### src/rtl/cpu_pkg.sv
// Shared definitions for the multicycle MIPS core: opcode/funct constants,
// next-PC select encodings and the instruction-fetch state encoding.
package cpu_pkg;

  localparam logic [5:0] OP_RTYPE = 6'h00;
  localparam logic [5:0] OP_J     = 6'h02;
  localparam logic [5:0] OP_JAL   = 6'h03;
  localparam logic [5:0] OP_BEQ   = 6'h04;
  localparam logic [5:0] OP_BNE   = 6'h05;
  localparam logic [5:0] OP_ADDI  = 6'h08;
  localparam logic [5:0] OP_XORI  = 6'h0e;
  localparam logic [5:0] OP_LW    = 6'h23;
  localparam logic [5:0] OP_SW    = 6'h2b;

  localparam logic [5:0] FN_JR    = 6'h08;
  localparam logic [5:0] FN_ADD   = 6'h20;
  localparam logic [5:0] FN_SUB   = 6'h22;
  localparam logic [5:0] FN_SLT   = 6'h2a;

  localparam logic [1:0] PC_SEL_SEQ    = 2'd0;
  localparam logic [1:0] PC_SEL_BRANCH = 2'd1;
  localparam logic [1:0] PC_SEL_JUMP   = 2'd2;
  localparam logic [1:0] PC_SEL_JR     = 2'd3;

  typedef enum logic [1:0] {
    ST_IDLE  = 2'd0,
    ST_FETCH = 2'd1,
    ST_VALID = 2'd2,
    ST_ERR   = 2'd3
  } fetch_state_t;

  // Sign-extended word offset of a branch immediate, in bytes.
  function automatic logic [31:0] branch_offset(input logic [15:0] imm);
    return {{14{imm[15]}}, imm, 2'b00};
  endfunction

endpackage

### src/rtl/next_pc_calc.sv
// Combinational next-PC selection: sequential, conditional branch, j/jal
// region jump and jr register target. All arithmetic wraps modulo 2^32.
module next_pc_calc
  import cpu_pkg::*;
(
  input  logic [31:0] pc,
  input  logic [1:0]  pc_sel,
  input  logic        beq,
  input  logic        bne,
  input  logic        zero,
  input  logic [15:0] imm,
  input  logic [25:0] target,
  input  logic [31:0] jr_addr,
  output logic [31:0] pc_plus4,
  output logic [31:0] next_pc
);

  logic taken;

  assign pc_plus4 = pc + 32'd4;
  assign taken    = (beq & zero) | (bne & ~zero);

  always_comb begin
    next_pc = pc_plus4;
    unique case (pc_sel)
      PC_SEL_SEQ:    next_pc = pc_plus4;
      PC_SEL_BRANCH: next_pc = taken ? (pc_plus4 + branch_offset(imm)) : pc_plus4;
      PC_SEL_JUMP:   next_pc = {pc_plus4[31:28], target, 2'b00};
      PC_SEL_JR:     next_pc = jr_addr;
      default:       next_pc = pc_plus4;
    endcase
  end

endmodule

### src/rtl/instr_fetch.sv
// Instruction-fetch stage: PC, IR, memory req/ack fetch FSM and decoded fields.
// Optional fetch timeout with ERR state is enabled by defining IF_TIMEOUT_EN.
module instr_fetch
  import cpu_pkg::*;
#(
  parameter logic [31:0] RESET_PC       = 32'h0000_0000,
  parameter int          TIMEOUT_CYCLES = 16
) (
  input  logic         clk,
  input  logic         reset_n,
  input  logic         fetch_start,
  input  logic         pc_wr,
  input  logic [1:0]   pc_sel,
  input  logic         beq,
  input  logic         bne,
  input  logic         zero,
  input  logic [31:0]  jr_addr,
  output logic         mem_req,
  output logic [31:0]  mem_addr,
  input  logic         mem_ack,
  input  logic [31:0]  mem_rdata,
  output logic         ir_valid,
  output logic [5:0]   opcode,
  output logic [5:0]   funct,
  output logic [4:0]   rs,
  output logic [4:0]   rt,
  output logic [4:0]   rd,
  output logic [15:0]  imm,
  output logic [25:0]  target,
  output logic [31:0]  pc,
  output logic [31:0]  pc_plus4,
  output logic         fetch_err,
  output fetch_state_t fsm_state
);

  // Memory handshake: mem_req stays high for every cycle spent in FETCH and
  // mem_addr is always the PC. A rising edge with mem_req & mem_ack transfers
  // mem_rdata into IR; mem_ack while mem_req is low is ignored.

  fetch_state_t state, state_next;
  logic [31:0]  ir;
  logic [31:0]  next_pc;
  logic         accept;
  logic         ack_hit;
  logic         timeout_hit;

  // State register
  always_ff @(posedge clk) begin
    if (!reset_n) state <= ST_IDLE;
    else          state <= state_next;
  end

  // Next-state logic
  always_comb begin
    state_next = state;
    unique case (state)
      ST_IDLE, ST_VALID: if (fetch_start) state_next = ST_FETCH;
      ST_FETCH: begin
        if (mem_ack)          state_next = ST_VALID;
        else if (timeout_hit) state_next = ST_ERR;
      end
`ifdef IF_TIMEOUT_EN
      ST_ERR:  state_next = ST_ERR;
`else
      ST_ERR:  state_next = ST_IDLE;
`endif
      default: state_next = ST_IDLE;
    endcase
  end

  // Output logic
  always_comb begin
    mem_req   = 1'b0;
    fetch_err = 1'b0;
    accept    = 1'b0;
    unique case (state)
      ST_IDLE:  accept = 1'b1;
      ST_FETCH: mem_req = 1'b1;
      ST_VALID: accept = 1'b1;
`ifdef IF_TIMEOUT_EN
      ST_ERR:   fetch_err = 1'b1;
`else
      ST_ERR:   fetch_err = 1'b0;
`endif
      default:  accept = 1'b0;
    endcase
  end

  assign ack_hit   = mem_req & mem_ack;
  assign fsm_state = state;

`ifdef IF_TIMEOUT_EN
  localparam int CNT_W = (TIMEOUT_CYCLES > 1) ? $clog2(TIMEOUT_CYCLES) : 1;
  logic [CNT_W-1:0] wait_cnt;

  // Counts FETCH edges without an ack; an ack on the final edge still wins.
  always_ff @(posedge clk) begin
    if (!reset_n || state != ST_FETCH) wait_cnt <= '0;
    else                               wait_cnt <= wait_cnt + 1'b1;
  end

  assign timeout_hit = (state == ST_FETCH) && (wait_cnt == CNT_W'(TIMEOUT_CYCLES - 1));
`else
  assign timeout_hit = 1'b0;
`endif

  next_pc_calc u_next_pc (
    .pc       (pc),
    .pc_sel   (pc_sel),
    .beq      (beq),
    .bne      (bne),
    .zero     (zero),
    .imm      (ir[15:0]),
    .target   (ir[25:0]),
    .jr_addr  (jr_addr),
    .pc_plus4 (pc_plus4),
    .next_pc  (next_pc)
  );

  always_ff @(posedge clk) begin
    if (!reset_n) begin
      pc       <= RESET_PC;
      ir       <= '0;
      ir_valid <= 1'b0;
    end else begin
      if (accept && pc_wr) pc <= next_pc;
      if (ack_hit)         ir <= mem_rdata;
      // A PC change makes the held IR stale relative to pc.
      if (ack_hit)                                ir_valid <= 1'b1;
      else if (accept && (pc_wr || fetch_start))  ir_valid <= 1'b0;
    end
  end

  assign mem_addr = pc;
  assign opcode   = ir[31:26];
  assign rs       = ir[25:21];
  assign rt       = ir[20:16];
  assign rd       = ir[15:11];
  assign imm      = ir[15:0];
  assign funct    = ir[5:0];
  assign target   = ir[25:0];

endmodule

### config.mk
export PLATFORM = sky130hd
export DESIGN_NAME = instr_fetch
export DESIGN_NICKNAME = d
export VERILOG_FILES = /design/src/rtl/cpu_pkg.sv /design/src/rtl/next_pc_calc.sv /design/src/rtl/instr_fetch.sv
export SDC_FILE = /design/constraint.sdc
export NUM_CORES = 1
export LEC_CHECK = 0
export BUFFER_PORTS_ARGS = -buffer_cell sky130_fd_sc_hd__buf_4
export CAP_MARGIN = 20
export CORE_UTILIZATION = 40
export DETAILED_ROUTE_END_ITERATION = 10
export GPL_TIMING_DRIVEN = 1
export PLACE_DENSITY = 0.71
export SLEW_MARGIN = 30
export SYNTH_ARGS = -nofsm -noshare
export SYNTH_HDL_FRONTEND = slang
export SYNTH_SLANG_ARGS = --single-unit
### constraint.sdc
create_clock -name clk -period 8.2 [get_ports clk]
set_clock_uncertainty 0.15 [all_clocks]
set_input_delay 1.64 -clock clk [delete_from_list [all_inputs] [get_ports clk]]
set_output_delay 1.64 -clock clk [all_outputs]
set_load 0.05 [all_outputs]
==> impl_table.tex <==
\begin{tabular}{lr}
\hline
Metric & Value \\
\hline
\multicolumn{2}{l}{\textbf{Outcome}} \\
\quad Status & complete, no violations \\
\multicolumn{2}{l}{\textbf{Finish}} \\
\quad Share of post-route cells with drive strength above 1 & 0.3384 \\
\quad Final cell area excluding filler cells & 7664 um2 \\
\quad Post-layout nets & 1020 \\
\quad Share of the core filled with cells & 0.5253 \\
\quad Post-route non-filler standard cell count & 1100 \\
\quad Area added between synthesis and finish & 27.98\% \\
\quad Filler Cell Count & 1390 \\
\quad Total inserted antenna cells & 0 \\
\multicolumn{2}{l}{\textbf{Clock network}} \\
\quad Clock tree buffer depth & 2 \\
\quad Num CTS Buffers & 9 \\
\quad Max H-tree Level & 3 \\
\quad Number of gates resized after CTS & 0 \\
\quad Cts hold-fix bufs & 0 \\
\quad Clock tree root buffer cell & clkbuf\_16 \\
\quad Post-CTS clock slew at the launch and capture registers of the worst setup and hold paths & 0.06 ns \\
\quad Worst-Skew Late Latency & 0.34 ns \\
\quad TritonCTS clock tree & yes \\
\quad Number of sinks driven by the clock tree & 67 \\
\quad Buffer count from post-CTS setup fixing & 0 \\
\multicolumn{2}{l}{\textbf{Synthesis}} \\
\quad Share of the synthesized area in compound gates (AO/OA/AOI/OAI) & 0.2704 \\
\quad Fraction of post-synthesis cell area in the top cell type by area & 0.2240 \\
\quad Most area-consuming cells after synthesis & dfxtp\_1, buf\_4, ha\_1 \\
\quad Adder-cell share of the synthesized area & 0.07438 \\
\quad Syn Inst Count & 764 \\
\quad Post-synth EDFFs & 0 \\
\quad Synth Flop Type & dfxtp\_1 \\
\quad Share of cell area taken by muxes after synthesis & 0.05328 \\
\quad Ys Warns & 0 \\
\quad Leading area contributor after synthesis & dfxtp\_1 \\
\quad Ys async rst share & 0 \\
\quad Combinational family with the most area after synthesis & compound AO/OA/AOI/OAI gates \\
\quad Post-synthesis share of cell area spent on and, or, nand and nor gates & 0.1866 \\
\quad Sequential area share after synthesis & 0.2240 \\
\quad Register bit count reported by yosys & 67 \\
\quad Mapped Avg Cell Area & 7.838 um2 \\
\quad Area of the mapped netlist & 5988 um2 \\
\quad Netlist cell types & 72 \\
\quad Net count after synthesis & 873 \\
\quad Xor-xnor portion of the synthesized cell area & 0.06435 \\
\multicolumn{2}{l}{\textbf{Global routing}} \\
\quad Grt total ovfl & 0 \\
\quad First-pass GRT wire length & 31180 um \\
\quad Maximum number of pins on one net before global-route repair & 75 \\
\quad Via count of the first global-routing pass & 5645 \\
\quad Number of antenna violations at the first check in global routing & 0 \\
\quad GRT Overall Usage & 0.2493 \\
\multicolumn{2}{l}{\textbf{STA}} \\
\quad Final count of hold timing violations & 0 \\
\quad Maximum clock frequency & 0.2263 GHz \\
\quad Number of max-slew violations in the final report & 0 \\
\quad Unrepaired setup endpoints after global routing & no \\
\quad Worst setup slack after layout & 3.781 ns \\
\quad Final period util & 0.5389 \\
\quad Final critical path time including I/O delays and setup & 4.419 ns \\
\quad Normalized max-slew margin & 0.5226 \\
\quad Number of setup violations in the final report & 0 \\
\quad Tightest Pin Transition & 0.7161 ns \\
\quad Total negative slack & 0 ns \\
\multicolumn{2}{l}{\textbf{Worst setup path}} \\
\quad R2R cell count & 14 \\
\quad RR Endpoint & mem\_addr[31] \\
\quad Startpoint type of the worst setup path & flop \\
\quad Critical-path maximum fanout & 8 \\
\quad Setup slack of the worst register-to-register path & 3.93 ns \\
\quad Data arrival time of the critical path & 2.63 ns \\
\quad Capture point of the worst path & pc\_plus4[27] \\
\quad Setup Crit Path Kind & reg -> out \\
\quad WP data required & 6.41 ns \\
\quad Critical register-to-register path startpoint & mem\_addr[4] \\
\quad Timing startpoint of the critical path & mem\_addr[4] \\
\quad Type of destination of the critical path & primary output \\
\multicolumn{2}{l}{\textbf{Detailed routing}} \\
\quad Drt via density & 5.611 \\
\quad Post-DRT Antenna Nets & 0 \\
\quad Total met3 wirelength after detailed routing & 1435 um \\
\quad Wire length on met1 & 8855 um \\
\quad Pre-antenna DRT Iters & 5 \\
\quad Routed met2 length & 9053 um \\
\quad Residual DRC & 0 \\
\quad Number of DRC markers after the initial detailed-route iteration & 443 \\
\quad Via count of the routed design & 6172 \\
\quad Total Routed Length & 19580 um \\
\quad Top sig layer & met4 \\
\quad Wire length per cell & 17.80 um \\
\multicolumn{2}{l}{\textbf{Power}} \\
\quad Peak supply drop & 0.1069 mV \\
\quad Power density over the cells & 156.2 nW/um2 \\
\quad Pleak & 3.508 nW \\
\multicolumn{2}{l}{\textbf{Placed design}} \\
\quad Input/output buffers & 242 \\
\quad Number of placed instances, taps included & 1084 \\
\quad Routability-driven placement congestion ratio & 0.9223 \\
\quad Detailed placement HPWL & 14670 um \\
\quad DP Area & 7393 um2 \\
\quad Worst setup slack after placement & 3.958 ns \\
\multicolumn{2}{l}{\textbf{Floorplanning}} \\
\quad Die Span X & 124.4 um \\
\quad Ports placed on the boundary & 244 \\
\quad Die H & 124.4 um \\
\quad Starting density of the core & 0.4105 \\
\quad Std-Cell Rows & 44 \\
\quad CORE AREA & 14590 um2 \\
\quad Floorplan die area & 15460 um2 \\
\multicolumn{2}{l}{\textbf{Hold path}} \\
\quad Class of the worst hold path & reg -> reg \\
\quad Instance count along the most critical hold path & 2 \\
\multicolumn{2}{l}{\textbf{Job}} \\
\quad Max-cap viol count & 0 \\
\hline
\end{tabular}
==> report_power, final <==
group / internal, mW / switching (mW)
Clock: 0.203 / 0.154
Sequential: 0.344 / 0.0324
Combinational: 0.151 / 0.312
==> cells in the final DEF (no fill, tap or decap), types with 9 or more instances in the layout <==
master     Yosys  layout
buf_4         73     249
o21a_1         9       9
clkbuf_16      0       9
xor2_1        15      15
a21o_1        11      11
ha_1          34      34
dfxtp_1       67      67
a221oi_1      23      23
and3_1         9       9
o21ai_0       49      49
a21boi_0      37      37
nand3_1       13      13
inv_1         15      15
xnor2_1       29      29
mux2_2        23      23
nor2_1        29      29
a21oi_1       47      46
nand4_1        9       9
nand2_1      104     104
nor3_1        14      14
==> worst max-delay path: stages, from the launching register on <==
cell and delay, ns:
dfxtp_1 0.47, and4_4 0.31, nand4_1 0.27, nor4_4 0.45, nand3_1 0.16, xnor2_1 0.36
buf_4 0.28
==> per-stage QoR <==
stage          hold slack, ns  total power [mW]
2_1_floorplan          0.5284            0.7160
3_3_place_gp           0.3017            0.8432
3_5_place_dp           0.3095            0.8443
4_1_cts                0.3173             1.203
5_1_grt                0.3398             1.249
6_report               0.3131             1.197
==> flip-flops by register name, summed over array words and instances (netlist names) <==
name and count:
mem_addr 32, fsm_state 2, ir 32, ir_valid 1
==> worst min path at each step <==
stage	endpoint	from
2_1_floorplan	ir[31]	ir[31]
3_3_place_gp	ir[28]	ir[28]
3_5_place_dp	ir[26]	ir[26]
4_1_cts	ir[26]	ir[26]
5_1_grt	ir[26]	ir[26]
6_report	ir[26]	ir[26]
==> routing by layer <==
layer  global-route usage  vias to the layer above
li1                     -                     2995
met1               0.3396                     2920
met2               0.3897                      238
met3              0.06014                       19
met4              0.06733                        0
met5                    0                        -
==> cells by family (layout without fill, tap and decap cells) <==
family / Yosys count / count (layout)
mux: 29 / 29
simple gates: 224 / 224
other cells: 1 / 1
flops: 67 / 67
xor+xnor: 44 / 44
compound gates: 236 / 236
fa+ha+maj: 35 / 35
buf+inv: 128 / 280
==> synthesized netlist by cell type (4+ instances only) <==
master     number
nand3_1        13
clkbuf_1       35
dfxtp_1        67
o2111ai_1       4
mux2i_1         6
a21oi_1        47
mux2_2         23
nor3_1         14
a31oi_1         8
o21a_1          9
xor2_1         15
o211ai_1        6
nand4_1         9
o21ai_0        49
and2_1          4
xnor2_1        29
a221oi_1       23
nor2_1         29
inv_1          15
nand2b_1        8
a21boi_0       37
ha_1           34
nor3b_1         4
or3_1           5
a21o_1         11
and3_1          9
buf_4          73
nor2b_1         4
nand2_1       104
==> layout make-up <==
| type | count | area (um2) | area share |
|---|---|---|---|
| Inverter | 15 | 56.30 | 0.007347 |
| Timing Repair Buffer | 249 | 1869 | 0.2439 |
| Clock inverter | 7 | 45.04 | 0.005878 |
| Clock buffer | 9 | 225.2 | 0.02939 |
| Sequential cell | 67 | 1341 | 0.1750 |
| Tap cell | 184 | 230.2 | 0.03004 |
| Multi-Input combinational cell | 569 | 3896 | 0.5084 |
(Power assumes the default switching activity.)
